--- src/rtl/duck_shot_judge.sv ---
// Shot judge for the duck game: debounces the gun trigger, tests the latched aim point
// against the latched duck box, and maintains BCD score, ammo, screen flash and respawn request.
module duck_shot_judge #(
    parameter int DUCK_W       = 46,
    parameter int DUCK_H       = 40,
    parameter int SHOTS        = 3,
    parameter int DEBOUNCE_LEN = 250000,
    parameter int FLASH_FRAMES = 4
) (
    input  logic               clk,
    input  logic               reset,
    input  logic               trigger,
    input  logic               reload,
    input  logic               frame_tick,
    input  logic [9:0]         aim_x,
    input  logic [9:0]         aim_y,
    input  logic signed [10:0] duck_x,
    input  logic signed [9:0]  duck_y,
    output logic               hit,
    output logic               duck_kill,
    output logic               flash,
    output logic [7:0]         score,
    output logic [1:0]         ammo,
    output logic               empty
);

    localparam int DB_W = $clog2(DEBOUNCE_LEN + 1);
    localparam int FC_W = $clog2(FLASH_FRAMES + 1);
    localparam logic [1:0]        FULL_AMMO = 2'(SHOTS);
    localparam logic [DB_W-1:0]   DB_LAST   = DB_W'(DEBOUNCE_LEN - 1);
    localparam logic [FC_W-1:0]   FC_LAST   = FC_W'(FLASH_FRAMES - 1);
    localparam logic signed [11:0] BOX_W    = 12'(DUCK_W);
    localparam logic signed [11:0] BOX_H    = 12'(DUCK_H);

    typedef enum logic [1:0] {READY, JUDGE, FLASH, EMPTY} state_t;

    state_t state, state_d;

    logic            sync1, sync2;
    logic            db_level, db_prev;
    logic [DB_W-1:0] db_cnt;
    logic            fire;

    logic [9:0]         lat_ax, lat_ay;
    logic signed [10:0] lat_dx;
    logic signed [9:0]  lat_dy;
    logic [FC_W-1:0]    frame_cnt;

    logic signed [11:0] ax, ay, dx, dy;
    logic               in_box;

    function automatic logic [7:0] bcd_inc(input logic [7:0] v);
        if (v == 8'h99)
            return v;
        if (v[3:0] == 4'd9)
            return {v[7:4] + 4'd1, 4'd0};
        return {v[7:4], v[3:0] + 4'd1};
    endfunction

    // The debounced level only follows the synchronized trigger after a full run of
    // disagreeing cycles; fire is registered so it is a clean single-cycle pulse.
    always_ff @(posedge clk or posedge reset) begin
        if (reset) begin
            sync1    <= 1'b0;
            sync2    <= 1'b0;
            db_level <= 1'b0;
            db_prev  <= 1'b0;
            db_cnt   <= '0;
            fire     <= 1'b0;
        end else begin
            sync1   <= trigger;
            sync2   <= sync1;
            db_prev <= db_level;
            fire    <= db_level & ~db_prev;
            if (sync2 == db_level) begin
                db_cnt <= '0;
            end else if (db_cnt == DB_LAST) begin
                db_level <= sync2;
                db_cnt   <= '0;
            end else begin
                db_cnt <= db_cnt + 1'b1;
            end
        end
    end

    // Aim is unsigned screen space, duck may hang off the left/top edge, so both are
    // widened to 12-bit signed before the box compare.
    assign ax = $signed({2'b00, lat_ax});
    assign ay = $signed({2'b00, lat_ay});
    assign dx = $signed({lat_dx[10], lat_dx});
    assign dy = $signed({{2{lat_dy[9]}}, lat_dy});
    assign in_box = (ax >= dx) && (ax < dx + BOX_W) && (ay >= dy) && (ay < dy + BOX_H);

    always_ff @(posedge clk or posedge reset) begin
        if (reset)
            state <= READY;
        else
            state <= state_d;
    end

    always_comb begin
        state_d   = state;
        hit       = 1'b0;
        duck_kill = 1'b0;
        flash     = 1'b0;
        empty     = 1'b0;
        case (state)
            READY: begin
                if (fire && ammo != 2'd0)
                    state_d = JUDGE;
            end
            JUDGE: begin
                hit       = in_box;
                duck_kill = in_box;
                state_d   = FLASH;
            end
            FLASH: begin
                flash = 1'b1;
                if (frame_tick && frame_cnt == FC_LAST)
                    state_d = (ammo == 2'd0) ? EMPTY : READY;
            end
            EMPTY: begin
                empty = 1'b1;
                if (reload)
                    state_d = READY;
            end
            default: state_d = READY;
        endcase
    end

    // Shot data, score and ammo; the frame counter is cleared while judging so a tick
    // landing on the JUDGE->FLASH edge is not counted.
    always_ff @(posedge clk or posedge reset) begin
        if (reset) begin
            lat_ax    <= '0;
            lat_ay    <= '0;
            lat_dx    <= '0;
            lat_dy    <= '0;
            score     <= 8'h00;
            ammo      <= FULL_AMMO;
            frame_cnt <= '0;
        end else begin
            case (state)
                READY: begin
                    if (fire && ammo != 2'd0) begin
                        lat_ax <= aim_x;
                        lat_ay <= aim_y;
                        lat_dx <= duck_x;
                        lat_dy <= duck_y;
                    end
                end
                JUDGE: begin
                    frame_cnt <= '0;
                    if (in_box) begin
                        score <= bcd_inc(score);
                        ammo  <= FULL_AMMO;
                    end else begin
                        ammo <= ammo - 2'd1;
                    end
                end
                FLASH: begin
                    if (frame_tick)
                        frame_cnt <= frame_cnt + 1'b1;
                end
                EMPTY: begin
                    if (reload)
                        ammo <= FULL_AMMO;
                end
                default: ;
            endcase
        end
    end

endmodule

--- config.mk ---
export PLATFORM = sky130hd
export DESIGN_NAME = duck_shot_judge
export DESIGN_NICKNAME = d
export VERILOG_FILES = /design/src/rtl/duck_shot_judge.sv
export SDC_FILE = /design/constraint.sdc
export NUM_CORES = 1
export LEC_CHECK = 0
export BUFFER_PORTS_ARGS = -buffer_cell sky130_fd_sc_hd__buf_2
export CORE_MARGIN = 2
export CORE_UTILIZATION = 38
export DETAILED_ROUTE_END_ITERATION = 7
export GPL_ROUTABILITY_DRIVEN = 0
export SLEW_MARGIN = 20
export SYNTH_ARGS = -nofsm -noshare
export SYNTH_HDL_FRONTEND = slang
export SYNTH_SLANG_ARGS = --single-unit
export TNS_END_PERCENT = 1
--- constraint.sdc ---
create_clock -name clk -period 3.69 [get_ports clk]
set_input_delay 0 -clock clk [delete_from_list [all_inputs] [get_ports clk]]
set_output_delay 0 -clock clk [all_outputs]
set_load 0.005 [all_outputs]
* Word level (Yosys, flattened, before mapping)
Index checks and enable logic that the tools add are counted. Widths: inputs -> output; s select.
Word-level totals: bits in registers 79
Operators by class: magnitude comparators 4, multiplexer cells 26, $add $sub $neg 7, bitwise logic cells 3, reduce and logical (&&, ||, !) cells 18, equal/unequal tests 12
Operator list (count):
- $mux 18 | 2
- $mux 8 | 4
- $add 18x1->18 const B | 1
- $eq 18x18->1 const B | 1
- $add 11x7->12 const B | 1
- $lt 11x12->1 | 1
- $mux 2 | 6
- $add 10x7->11 const B | 1
- $ge 11x10->1 | 1
- $ge 11x11->1 | 1
- $lt 11x11->1 | 1
- $mux 1 | 10
- $reduce_and 2->1 | 5
- $add 4x1->4 const B | 2
- $eq 8x8->1 const B | 1
- $ne 2x2->1 const B | 4
- $pmux 2 s4 | 1
- $reduce_bool 2->1 | 4
- $pmux 3 s2 | 1
- $reduce_and 3->1 | 2
- $logic_and 1x1->1 | 5
- $eq 2x2->1 const B | 2
- $eq 4x4->1 const B | 1
- $logic_not 2->1 | 2
- other kinds (9) | 10

* Logic depth before layout (Yosys ltp)
word-level depth 12, mapped depth 15, depth with buffers taken out 14

* Worst setup path before layout
No wires, ideal clock.
path type reg-to-reg, from register lat_dx[1], to register score[1], path slack 0.838 ns, period minus slack after synthesis 2.852 ns, buffers on the path 0, arrival time 2.724 ns, library setup time 0.128 ns, stages on the path, launching flop included 15, path through dfrtp_1 inv_1 ha_1 nand2b_1 a21oi_1 nor4_1 xnor2_1 ha_1 nand2_1 nor3_1 a21oi_1 a311oi_2 nor4_4 nand3_1 mux2_1
Between the ends: cells in the longest elaborated chain, start to end 6, elaborated cells on any way between the ends 7, classes of those cells add/sub (1); order compare (2); reduce/logical (4)
RTL lines:
- from (decl) | RTL line 45 | logic signed [10:0] lat_dx;
- from (signal assigned) | RTL line 148 | lat_dx <= duck_x;
- $add 11x7->12 | RTL line 92 | assign in_box = (ax >= dx) && (ax < dx + BOX_W) && (ay >= dy) && (ay < dy + BOX_H);
- $lt 11x12->1 | RTL line 92
- $logic_and 1x1->1 (*) (3 in a row) | RTL line 92
- $reduce_and 2->1 (no source line) (*)
- to (signal assigned) | RTL line 155 | score <= bcd_inc(score);
- to (decl) | RTL line 22 | output logic [7:0] score,
Mark *: on every way between the ends. The rest lies on a longest branch, timed or not. A chain may end at the register's enable or synchronous reset.

* Worst setup path in the final report
from register lat_dx[1], to output port duck_kill
Between the ends: cells in the longest elaborated chain, start to end 6, elaborated cells on any way between the ends 7, classes of those cells add/sub (1); order compare (2); mux (1); reduce/logical (3)
RTL lines:
- $add 11x7->12 | RTL line 92
- $lt 11x12->1 | RTL line 92
- $logic_and 1x1->1 (*) (3 in a row) | RTL line 92
- $mux 1 (*) | RTL line 107 | case (state)
- to (decl) | RTL line 20 | output logic duck_kill,
Marks and branches as above.

==> flow_summary.toml <==
[layout]
final_common_cell = "dfrtp_1"
stdcell_count = 699
final_cell_mix = "77 x dfrtp_1, 59 x buf_2, 45 x ha_1"
drive_above_1_share_pct = 20.1
area_delta_synth_final_pct = 28.5
nNetsFinal = 643
fin_util_pct = 50.2
antenna_cells = 0

[setup_path]
rr_worst_depth = 15
crit_path_start_kind = "register"
crit_type = "reg2out"
crit_fanout = 8
r2r-end = "score[1]"
regToRegStartpoint = "lat_dx[1]"
cp-startpoint = "lat_dx[1]"
endpoint = "duck_kill"
crit_arrival_ns = 3.25
rrSetupSlack_ns = 0.48
cp-end-kind = "output pin"
cp.required_ns = 3.69

[global_route]
antenna_found_initial = 0
grt_remaining_overflow = 0
grt_pass1_vias = 3556
grt_max_degree = 80
grt_pass1_wl_um = 16200
track_usage_pct = 15.9

[synthesis]
synth_fp_nets = 537
ys_warn_count = 0
async_flop_share_pct = 100
syn_inst = 446
synthDominantCellAreaShare_pct = 43.1
yosysUniqueCellTypes = 50
synth_edf_count = 0
synth_area_leaders = "dfrtp_1 43%, ha_1 13%, mux2_2 5.5%"
ys_ff_latch = 79
syn_area_um2 = 4480
syn_area_per_cell_um2 = 10.0
ys.flop_type = "dfrtp_1"
synth_top_cell_by_area = "dfrtp_1"
yosysSeqAreaShare_pct = 44.2

[route]
drt_iter0_drc = 105
first_pass_iters = 4
num_vias = 3443
vias_per_cell = 4.93
ant_nets = 0
drc = 0
wire_per_inst_um = 13.1
routed_wl_um = 9140

[clock_network]
cts-root-buf = "clkbuf_16"
post_cts_buffers = 0
cts_buffer_depth = 2
cts.sinks = 79
cts.clk_slew.worst_paths_ns = 0.06
cts_made_buffers = 9
insertion_delay_ns = 0.34
htree_num_levels = 3
tritoncts = "done"

[floorplan]
pin_count = 60
start_util_pct = 39.0
die_h_um = 113
fp.dieW_um = 113
placementRows = 39
die_area_um2 = 12700
core_area_um2 = 11500

[min_path]
min_from = "frame_tick"
hold_path.class = "in2reg"
hold_depth = 4

[timing]
slew_viol_final = 0
post-route-period-util_pct = 88.2
period_needed_ns = 3.25
fin_skew_ns = 0.00548
worst_pin_slew_ns = 0.748
clock.fmax_mhz = 307
rsz0062_at_grt = "false"
setup_tns_ns = 0
setup_violations = 0
relSlewSlack_pct = 49.9
fin_ws_ns = 0.437
hold_viol_final = 0

[pwr]
totalPowerFinal_mw = 2.03
peakVddDrop_mv = 0.284
p_leak_nw = 2.84
power_density_nw_per_um2 = 354

[placed_design]
post-place-cells = 640
hpwl_um = 6390
pre_cts_ws_ns = 0.464
place.port_buffers = 59

[run_status]
status = "finished clean"

[run]
drv_cap = 0
## sequential cells by signal (all words and copies together) (netlist names)
| name | flops |
|---|---|
| ammo | 2 |
| fire | 1 |
| state | 2 |
| sync1 | 1 |
| db_prev | 1 |
| lat_dy | 10 |
| db_cnt | 18 |
| frame_cnt | 3 |
| lat_ax | 10 |
| sync2 | 1 |
| lat_dx | 11 |
| db_level | 1 |
| score | 8 |
| lat_ay | 10 |
## where the power goes
group / internal [mW] / switching [mW] / total, mW
clock: 0.725 / 0.349 / 1.07
combinational: 0.0513 / 0.0357 / 0.0870
sequential: 0.870 / 0.00238 / 0.873
## critical path: stages (launching register included)
cell	delay, ns
dfrtp_1	0.41
inv_1	0.10
ha_1	0.19
nand2b_1	0.08
a21oi_1	0.24
nor2_1	0.09
xnor2_1	0.13
ha_1	0.30
nand2_1	0.08
nor3_1	0.27
o211ai_1	0.16
a311oi_2	0.33
nor4_4	0.08
buf_4	0.18
nand2_1	0.09
inv_1	0.05
buf_2	0.12
## cells in the mapped netlist, types with 2 or more instances
| master | count |
|---|---|
| nor4_1 | 3 |
| o21ai_0 | 27 |
| clkbuf_1 | 9 |
| nor3_1 | 11 |
| or2_2 | 2 |
| o211ai_1 | 4 |
| nand2_1 | 43 |
| nor2_1 | 33 |
| mux2_1 | 2 |
| xor2_1 | 11 |
| xnor2_1 | 20 |
| and2_1 | 3 |
| nor2b_1 | 5 |
| nand4_1 | 12 |
| o22ai_1 | 4 |
| dfstp_2 | 2 |
| nand3_1 | 11 |
| inv_1 | 38 |
| a21oi_1 | 16 |
| nand3b_1 | 2 |
| a21o_1 | 4 |
| mux2_2 | 22 |
| and3_1 | 5 |
| mux2i_1 | 2 |
| dfrtp_1 | 77 |
| o21a_1 | 4 |
| o31a_1 | 2 |
| nand2b_1 | 3 |
| nand4b_1 | 2 |
| ha_1 | 45 |
| a31oi_1 | 2 |
| nor3b_1 | 2 |
## kinds of logic after synthesis
family,Yosys count,share of synthesized area (%)
fa+ha+maj,45,12.6
buf+inv,49,4.19
xor+xnor,31,6.07
flops,79,44.2
compound gates,75,10.7
mux,26,6.49
simple gates,141,15.7
## final cells by class
cell class	instances	area (um2)
inverters	38	143
well taps	143	179
clock buffers	9	225
multi-input cells	318	2320
clock inverters	6	134
fillers	1045	5720
flip-flops and latches	79	1980
repair buffers	106	774
## timing repair
action	4_1_cts	5_1_grt
endpoints found under the hold margin	43	77
endpoints found under the setup margin	0	0
gates resized for setup	0	0
hold buffers	43	1
## worst min path at each step
stage,endpoint,slack [ns]
after floorplan,sync1,0.03
after global placement,sync1,0.11
after detailed placement,sync1,0.12
after CTS,score[0],0.007
after global routing,state[1],0.13
final,state[1],0.09
## through the flow
stage	area (um2)	hold WS (ns)
2_1_floorplan	4480	0.0314
3_3_place_gp	4950	0.112
3_5_place_dp	4950	0.121
4_1_cts	5740	0.00721
5_1_grt	5750	0.128
6_report	5750	0.0883
## routing by layer
layer  track usage [%]  up-vias  part of all wire (%)
met5                 0        -                     0
met4              7.48        0                   2.1
met3              3.56       13                   3.6
met2              25.3       68                    47
met1              20.6     1613                    47
li1                  -     1749                     -
(Power assumes the default switching activity.)
